### config.mk
export PLATFORM = sky130hd
export DESIGN_NAME = phrase_writer
export DESIGN_NICKNAME = d
export VERILOG_FILES = /design/src/rtl/phrase_writer_pkg.sv /design/src/rtl/phrase_writer_text_cursor.sv /design/src/rtl/phrase_writer.sv
export SDC_FILE = /design/constraint.sdc
export NUM_CORES = 1
export LEC_CHECK = 0
export ABC_AREA = 1
export ABC_CLOCK_PERIOD_IN_PS = 6300
export BUFFER_PORTS_ARGS = -buffer_cell sky130_fd_sc_hd__buf_2
export CORE_ASPECT_RATIO = 1.4
export CORE_MARGIN = 2
export CORE_UTILIZATION = 45
export CTS_CLUSTER_SIZE = 12
export DETAILED_ROUTE_END_ITERATION = 12
export PLACE_DENSITY = 0.67
export SETUP_SLACK_MARGIN = 0.15
export SYNTH_ARGS = -nofsm -noshare
export SYNTH_HDL_FRONTEND = slang
export SYNTH_SLANG_ARGS = --single-unit
### constraint.sdc
create_clock -name clk -period 6.3 [get_ports clk]
set_clock_uncertainty 0.2 [all_clocks]
set_input_delay 0.315 -clock clk [delete_from_list [all_inputs] [get_ports clk]]
set_output_delay 0.315 -clock clk [all_outputs]
set_load 0.01 [all_outputs]
### src/rtl/phrase_writer_pkg.sv
`default_nettype none
// ============================================================================
//  Module      : phrase_writer_pkg
//  Description : Shared definitions for the character-map write path and the
//                text renderer: screen geometry, command encodings, FSM
//                state encoding and the cell-address helper.
//  Revision    : 1.0 - initial release
// ============================================================================
package phrase_writer_pkg;

    // Screen geometry in 8x8 character cells (800x600 pixels)
    localparam int COLS   = 100;
    localparam int ROWS   = 75;
    localparam int CELLS  = COLS * ROWS;
    localparam int ADDR_W = 13;

    localparam logic [7:0] FILL_CHAR    = 8'h20;
    localparam logic [7:0] NEWLINE_CHAR = 8'h0A;

    // Sized versions of the geometry limits for direct comparison
    localparam logic [6:0]        COL_LAST      = 7'(COLS - 1);
    localparam logic [6:0]        ROW_LAST      = 7'(ROWS - 1);
    localparam logic [ADDR_W-1:0] ADDR_LAST     = ADDR_W'(CELLS - 1);
    localparam logic [ADDR_W-1:0] ADDR_ROW_STEP = ADDR_W'(COLS);

    typedef enum logic [1:0] {
        OP_NOP        = 2'b00,
        OP_SET_CURSOR = 2'b01,
        OP_WRITE      = 2'b10,
        OP_CLEAR      = 2'b11
    } cmd_op_e;

    typedef enum logic [1:0] {
        ST_IDLE   = 2'd0,
        ST_STREAM = 2'd1,
        ST_CLEAR  = 2'd2
    } state_e;

    // Linear cell address col + row*COLS. The multiply by 100 is written as
    // shift-adds (64 + 32 + 4), so it is tied to COLS == 100.
    function automatic logic [ADDR_W-1:0] cell_addr(input logic [6:0] col,
                                                    input logic [6:0] row);
        logic [ADDR_W-1:0] w_row;
        logic [ADDR_W-1:0] w_col;
        w_row = {{(ADDR_W-7){1'b0}}, row};
        w_col = {{(ADDR_W-7){1'b0}}, col};
        return (w_row << 6) + (w_row << 5) + (w_row << 2) + w_col;
    endfunction

endpackage
`default_nettype wire

### src/rtl/phrase_writer_text_cursor.sv
`default_nettype none
// ============================================================================
//  Module      : phrase_writer_text_cursor
//  Description : Text cursor holding column, row and linear cell address.
//                Supports zero, clamped load, increment (with row and screen
//                wrap) and newline. The linear address is computed once on
//                load and only stepped afterwards.
//  Ports       : clk        - system clock
//                reset      - synchronous active-low reset
//                i_zero     - move cursor to cell 0
//                i_load     - load cursor from i_load_col / i_load_row
//                i_load_col - requested column (clamped to COLS-1)
//                i_load_row - requested row (clamped to ROWS-1)
//                i_incr     - advance one cell
//                i_newline  - move to column 0 of the next row
//                o_addr     - current linear cell address
//  Revision    : 1.0 - initial release
// ============================================================================
module phrase_writer_text_cursor
    import phrase_writer_pkg::*;
(
    input  logic              clk,
    input  logic              reset,
    input  logic              i_zero,
    input  logic              i_load,
    input  logic [6:0]        i_load_col,
    input  logic [6:0]        i_load_row,
    input  logic              i_incr,
    input  logic              i_newline,
    output logic [ADDR_W-1:0] o_addr
);

    logic [6:0]        r_col;
    logic [6:0]        r_row;
    logic [ADDR_W-1:0] r_addr;

    logic [6:0] w_ld_col;
    logic [6:0] w_ld_row;

    assign w_ld_col = (i_load_col > COL_LAST) ? COL_LAST : i_load_col;
    assign w_ld_row = (i_load_row > ROW_LAST) ? ROW_LAST : i_load_row;

    always_ff @(posedge clk) begin
        if (!reset) begin
            r_col  <= '0;
            r_row  <= '0;
            r_addr <= '0;
        end else if (i_zero) begin
            r_col  <= '0;
            r_row  <= '0;
            r_addr <= '0;
        end else if (i_load) begin
            r_col  <= w_ld_col;
            r_row  <= w_ld_row;
            r_addr <= cell_addr(w_ld_col, w_ld_row);
        end else if (i_incr) begin
            if (r_addr == ADDR_LAST) begin
                r_col  <= '0;
                r_row  <= '0;
                r_addr <= '0;
            end else if (r_col == COL_LAST) begin
                r_col  <= '0;
                r_row  <= r_row + 7'd1;
                r_addr <= r_addr + 1'b1;
            end else begin
                r_col  <= r_col + 7'd1;
                r_addr <= r_addr + 1'b1;
            end
        end else if (i_newline) begin
            r_col <= '0;
            if (r_row == ROW_LAST) begin
                r_row  <= '0;
                r_addr <= '0;
            end else begin
                // Skip the rest of this row: addr - col + COLS
                r_row  <= r_row + 7'd1;
                r_addr <= r_addr + ADDR_ROW_STEP - {{(ADDR_W-7){1'b0}}, r_col};
            end
        end
    end

    assign o_addr = r_addr;

endmodule
`default_nettype wire

### src/rtl/phrase_writer.sv
`default_nettype none
// ============================================================================
//  Module      : phrase_writer
//  Description : Write side of the text-mode character map. Accepts cursor
//                and clear commands plus a stream of ASCII characters and
//                drives the single write port of the COLSxROWS character RAM.
//                Build option: define PHRASE_NEWLINE_EN to treat 8'h0A as a
//                newline (no write, cursor to start of next row).
//  Ports       : clk        - system clock
//                reset      - synchronous active-low reset
//                cmd_valid  / cmd_ready  / cmd_op / cmd_col / cmd_row
//                           - command channel (accepted in IDLE only)
//                char_valid / char_ready / char_data / char_last
//                           - character channel (accepted in STREAM only)
//                wr_en / wr_address / wr_data
//                           - RAM write port, one cycle after acceptance
//                busy       - high whenever not IDLE
//  Revision    : 1.0 - initial release
// ============================================================================
module phrase_writer
    import phrase_writer_pkg::*;
(
    input  logic              clk,
    input  logic              reset,
    input  logic              cmd_valid,
    output logic              cmd_ready,
    input  logic [1:0]        cmd_op,
    input  logic [6:0]        cmd_col,
    input  logic [6:0]        cmd_row,
    input  logic              char_valid,
    output logic              char_ready,
    input  logic [7:0]        char_data,
    input  logic              char_last,
    output logic              wr_en,
    output logic [ADDR_W-1:0] wr_address,
    output logic [7:0]        wr_data,
    output logic              busy
);

    state_e r_state;
    state_e w_state_next;

    logic              w_cur_zero;
    logic              w_cur_load;
    logic              w_cur_incr;
    logic              w_cur_newline;
    logic [ADDR_W-1:0] w_cur_addr;

    logic              w_wr_fire;
    logic [7:0]        w_wr_byte;

    phrase_writer_text_cursor u_cursor (
        .clk        (clk),
        .reset      (reset),
        .i_zero     (w_cur_zero),
        .i_load     (w_cur_load),
        .i_load_col (cmd_col),
        .i_load_row (cmd_row),
        .i_incr     (w_cur_incr),
        .i_newline  (w_cur_newline),
        .o_addr     (w_cur_addr)
    );

    assign cmd_ready  = (r_state == ST_IDLE);
    assign char_ready = (r_state == ST_STREAM);
    assign busy       = (r_state != ST_IDLE);

    always_comb begin
        w_state_next  = r_state;
        w_cur_zero    = 1'b0;
        w_cur_load    = 1'b0;
        w_cur_incr    = 1'b0;
        w_cur_newline = 1'b0;
        w_wr_fire     = 1'b0;
        w_wr_byte     = char_data;

        case (r_state)
            ST_IDLE: begin
                if (cmd_valid) begin
                    case (cmd_op)
                        OP_SET_CURSOR: w_cur_load = 1'b1;
                        OP_WRITE: begin
                            w_cur_load   = 1'b1;
                            w_state_next = ST_STREAM;
                        end
                        OP_CLEAR: begin
                            w_cur_zero   = 1'b1;
                            w_state_next = ST_CLEAR;
                        end
                        default: ;
                    endcase
                end
            end

            ST_STREAM: begin
                if (char_valid) begin
`ifdef PHRASE_NEWLINE_EN
                    if (char_data == NEWLINE_CHAR) begin
                        w_cur_newline = 1'b1;
                    end else begin
                        w_wr_fire  = 1'b1;
                        w_cur_incr = 1'b1;
                    end
`else
                    w_wr_fire  = 1'b1;
                    w_cur_incr = 1'b1;
`endif
                    if (char_last) begin
                        w_state_next = ST_IDLE;
                    end
                end
            end

            ST_CLEAR: begin
                w_wr_fire  = 1'b1;
                w_wr_byte  = FILL_CHAR;
                w_cur_incr = 1'b1;
                // The increment at the last cell wraps the cursor back to 0
                if (w_cur_addr == ADDR_LAST) begin
                    w_state_next = ST_IDLE;
                end
            end

            default: w_state_next = ST_IDLE;
        endcase
    end

    always_ff @(posedge clk) begin
        if (!reset) begin
            r_state    <= ST_IDLE;
            wr_en      <= 1'b0;
            wr_address <= '0;
            wr_data    <= '0;
        end else begin
            r_state <= w_state_next;
            wr_en   <= w_wr_fire;
            // Address and data hold their last value between writes
            if (w_wr_fire) begin
                wr_address <= w_cur_addr;
                wr_data    <= w_wr_byte;
            end
        end
    end

endmodule
`default_nettype wire

* Yosys cells after proc, flatten, opt, wreduce, memory -nomap -nowiden
Index checks and enable logic that the tools add are counted.
** Storage, ports and cells
- Memories :: 0
- Bits in read-only memories :: 0
- Word-level logic and storage cells :: 49
- Flip-flop bits (word level) :: 37
- Latch bits :: 0
- RAM bits :: 0
- Output and inout port bits :: 25
- Input bits :: 29
** Cells by class
- Magnitude comparators :: 2
- $mul :: 0
- Shift-type cells :: 0
- Bitwise logic cells :: 1
- Reductions and logical operators :: 6
- Multiplexer cells :: 20
- $add $sub $neg :: 4
- Divide/modulo/power cells :: 0
- Equal/unequal tests :: 11
** Operators with widths (count)
- $mux 13 :: 3
- $gt 7x7->1 const B :: 2
- $mux 7 :: 2
- $add 13x1->13 const B :: 1
- $add 13x12->13 :: 1
- $add 13x7->13 :: 1
- $add 13x9->13 :: 1
- $eq 13x13->1 const B :: 1
- $mux 2 :: 4
- $mux 8 :: 1
- $mux 1 :: 7
- $eq 2x2->1 const B :: 3
- $ne 2x2->1 const B :: 3
- $pmux 2 s3 :: 1
- $reduce_and 5->1 :: 1
- $eq 2x1->1 const B :: 2
- $pmux 2 s2 :: 1
- $reduce_bool 2->1 :: 2
- $reduce_or 2->1 :: 2
- $ne 3x1->1 const B :: 1
- $logic_not 2->1 :: 1
- $ne 2x1->1 const B :: 1
- $pmux 1 s2 :: 1
- $not 1->1 :: 1

* Depth between registers and ports, before layout
- Depth in word-level cells :: 6
- Depth in mapped cells :: 19
- Depth with buffers taken out :: 19

* Cells and area by module
Synthesis repeated with hierarchy kept, for this count alone.
** Unflattened totals
- Cells, all modules :: 679
- Area total of the unflattened synthesis :: 4448.0 um^2
** By module, submodules not included
- phrase_writer_text_cursor :: times used 1, area an instance 3398.3 um^2, cells an instance 537, sequential area each 540.5 um^2
- phrase_writer :: times used 1, area an instance 1049.8 um^2, cells an instance 142, sequential area each 480.5 um^2

* Worst setup path after synthesis
No wires, ideal clock.
- Path kind :: input -> register
- Start :: input port cmd_row[0]
- End :: register u_cursor.r_addr[12], in the netlist u_cursor.o_addr[12]
- Path slack :: 3016 ps
- Stages on the path :: 18
- Data arrival time :: 2975 ps
- Data required time :: 5991 ps
- Path buffers :: 0
- Library setup time :: 109 ps
- Path through :: a21oi_1 o211ai_1 nand2_1 inv_1 or2_2 fa_1 inv_1 fa_1 inv_1 ha_1 nand3_1 nand3_1 nand2_1 nand3_1 nand3_1 nand3_1 nand2_1 inv_1
** On the way
- Cells in the longest elaborated chain, start to end :: 6
** Ends and longest elaborated chain
- start: declaration :: RTL line phrase_writer.sv:29 : input logic [6:0] cmd_row,
- $gt 7x7->1 :: RTL line phrase_writer_text_cursor.sv:41 : assign w_ld_row = (i_load_row > ROW_LAST) ? ROW_LAST : i_load_row;
- $mux 7 (*) :: RTL line phrase_writer_text_cursor.sv:41
- $add 13x12->13 :: RTL line phrase_writer_pkg.sv:47 : return (w_row << 6) + (w_row << 5) + (w_row << 2) + w_col;
- $add 13x9->13 (*) :: RTL line phrase_writer_pkg.sv:47
- $add 13x7->13 (*) :: RTL line phrase_writer_pkg.sv:47
- $mux 13 (*) :: RTL line phrase_writer_text_cursor.sv:52 : end else if (i_load) begin
- end signal: assignment :: RTL line phrase_writer_text_cursor.sv:55 : r_addr <= cell_addr(w_ld_col, w_ld_row);
- end signal: assignment :: RTL line phrase_writer_text_cursor.sv:64 : r_addr <= r_addr + 1'b1;
- end signal: assignment :: RTL line phrase_writer_text_cursor.sv:67 : r_addr <= r_addr + 1'b1;
- end: declaration :: RTL line phrase_writer_text_cursor.sv:35 : logic [ADDR_W-1:0] r_addr;
Mark *: on every way between the ends. The rest lies on a longest branch, timed or not.
A chain may end at the register's enable or synchronous reset.

* Final worst setup path
- Start :: input port cmd_row[0]
- End :: register u_cursor.r_addr[11], in the netlist u_cursor.o_addr[11]
Same word-level chain as after synthesis.

==> flow_summary.yaml <==
outcome:
  status: "finished clean"
yosys:
  synth_top_area_frac: 0.272
  synth_compound_area_frac: 0.126
  synth-adder-area-share: 0.173
  synthSimpleGateAreaFrac: 0.308
  synth-seq-cells: 37
  synth_edf_count: 0
  synthFlopType: "dfxtp_1"
  syn_area_um2: 2720
  seq_area_frac_synth: 0.272
  synthArstFlopShare: 0
  synth_top_cell_by_area: "dfxtp_1"
  synth_area_leaders: "dfxtp_1 27%, ha_1 13%, nand2_1 12%"
  synth_nets: 461
  muxShareOfSynthArea: 0
  synth_top_family_by_area: "simple AND/OR/NAND/NOR gates"
  synth_xor_area_frac: 0.00644
  netlist_instances: 398
  postSynthAreaPerCell_um2: 6.83
  synth.distinct_cells: 30
  ys_warn_count: 0
sta:
  setup-tns-final_ns: 0
  finalSetupViolCount: 0
  hold_viol: 0
  worst_slew_pin_slew_ns: 0.411
  slew_viol_final: 0
  max_freq_mhz: 302
  rsz0062_at_grt: "no"
  min_period_ns: 3.31
  relSlewSlack: 0.726
  period_share: 0.526
layout:
  fillers: 580
  nets: 513
  layout_common_cells: "88 x nand2_1, 64 x inv_1, 53 x buf_2"
  drive_gt1_frac: 0.182
  final_common_cell: "nand2_1"
  area_growth_pct: 15.6
  fin_util: 0.536
  n_antenna_cell: 0
routing:
  totalWireLength_mm: 6.14
  met2_length_mm: 3.12
  dr.max_layer_used: "met4"
  firstDrtPassIters: 7
  drt-initial-drc-count: 112
  routedWlPerCell_um: 11.8
  drc: 0
  vias: 2640
  vias_per_cell: 5.07
  antenna_left: 0
  drt-met1-wl_mm: 2.64
  wl_met3_um: 276
worst_setup_path:
  worst-setup-path-type: "input pin to register"
  r2r_slack_ns: 4.09
  r2r_start: "r_state[0]"
  crit_fanout: 5
  arrival_ns: 3.33
  reg2reg_to: "u_cursor.o_addr[3]"
  rr_worst_depth: 11
  end_kind: "register"
  critPathRequiredTime_ns: 6.32
  critPathLaunchType: "input pin"
clock_tree:
  clock-sinks: 37
  path_clk_slew_ns: 0.07
  cts_tree: "built"
  cts_hold_buf: 0
  clk_latency_ns: 0.29
  cts_setup_buffers: 0
  cts-root-buf: "clkbuf_8"
  ctsResizeCount: 0
  numCtsBuffers: 5
  clock_path_buffers: 2
  htreeDepth: 2
min_path:
  hold_path_class: "input pin to register"
  min_path_cells: 3
  min_delay_worst_endpoint: "wr_data[0]"
  hold_start: "char_data[0]"
placed_design:
  io_buffers: 53
  hpwlAfterDp_mm: 4.86
  place.gp.congestion: 0.887
power:
  p_clk_frac: 0.222
  power.internal_mw: 0.578
  p_sw_mw: 0.391
  switching_share: 0.403
  ir_worst_vdd_mv: 0.240
  p_leak_nw: 1.66
  seq_power_share: 0.353
  combPwrFrac: 0.425
  power_density_nw_per_um2: 308
global_route:
  antenna_found_initial: 0
  grt_max_degree: 29
  grt_pass1_wl_mm: 10.7
  first_global_vias: 2434
  grt_use_total: 0.193
  overflow: 0
die:
  coreArea_um2: 5860
  fp.dieArea_um2: 6690
  rows: 33
  die_h_um: 96.0
  io_pins: 54
  fp.dieW_um: 69.7
  start_util: 0.464
run:
  drv_cap: 0
-- flip-flops by register name, indices dropped and copies added, names as in the netlist --
name / count
wr_en: 1
u_cursor.o_addr: 13
wr_data: 8
r_state: 2
wr_address: 13
-- power groups by stage --
stage          logic, mW  registers, mW  clock network, mW
3_5_place_dp       0.413          0.345                  0
2_1_floorplan      0.290          0.357                  0
6_report           0.412          0.343              0.215
3_3_place_gp       0.407          0.346                  0
5_1_grt            0.480          0.351              0.229
4_1_cts            0.416          0.342              0.222
-- logic make-up after synthesis --
| group | Yosys count |
|---|---|
| AND/OR/NAND/NOR | 183 |
| adder cells (fa/ha/maj) | 34 |
| buffers and inverters | 78 |
| flip-flops | 37 |
| XOR/XNOR | 2 |
| AO/OA/AOI/OAI | 64 |
-- routing by layer --
metal  track usage  vias up
met5             0        -
met4        0.0657        0
met3        0.0272       12
met2         0.364       72
met1         0.226     1170
li1              -     1386
-- critical path, stage by stage --
cell	delay, ns
buf_2	0.11
a21oi_1	0.14
o211ai_1	0.10
nand2_1	0.12
inv_1	0.06
or2_2	0.32
fa_1	0.51
inv_1	0.05
fa_1	0.53
inv_1	0.04
ha_1	0.37
nand2_1	0.08
inv_1	0.07
nand2_1	0.06
nand2_1	0.09
nand2_1	0.07
nand3b_1	0.08
nand3_1	0.08
a21oi_1	0.14
-- synthesized netlist by cell type, drive strengths merged (2+ instances only) --
library cell,number
a21oi,28
nand3,46
a31oi,2
dfxtp,37
buf,5
nand4,6
xnor2,2
o21ai,31
nor3,2
ha,28
fa,6
clkbuf,3
inv,69
nand2,94
nor2,33
-- through the flow --
| step | setup WS, ns | cell area (um^2) | instances | total power, mW | hold slack, ns |
|---|---|---|---|---|---|
| 2_1_floorplan | 3.02 | 2720 | 398 | 0.647 | 0.249 |
| 3_3_place_gp | 2.77 | 3020 | 513 | 0.753 | 0.258 |
| 3_5_place_dp | 2.69 | 3020 | 513 | 0.758 | 0.262 |
| 4_1_cts | 2.99 | 3140 | 521 | 0.979 | 0.0367 |
| 5_1_grt | 2.69 | 3140 | 521 | 1.06 | 0.0459 |
| 6_report | 2.99 | 3140 | 521 | 0.969 | 0.0414 |
-- layout make-up --
type | instances | area, um^2 | area share
Timing Repair Buffer | 53 | 265 | 0.0844
Tap cell | 70 | 87.6 | 0.0279
Sequential cell | 37 | 741 | 0.236
Clock inverter | 2 | 37.5 | 0.0119
Multi-Input combinational cell | 283 | 1670 | 0.530
Clock buffer | 6 | 82.6 | 0.0263
Inverter | 70 | 263 | 0.0836
-- worst max path at each step --
stage	from	to	slack, ns	cells after the start
6_report	cmd_row[0]	u_cursor.o_addr[11]	2.99	19
5_1_grt	cmd_row[0]	u_cursor.o_addr[8]	2.69	18
4_1_cts	cmd_row[0]	u_cursor.o_addr[12]	2.99	19
3_5_place_dp	cmd_row[0]	u_cursor.o_addr[10]	2.69	20
3_3_place_gp	cmd_row[0]	u_cursor.o_addr[10]	2.77	20
2_1_floorplan	cmd_row[0]	u_cursor.o_addr[12]	3.02	18
No activity file was read; power rests on OpenSTA's default activity.
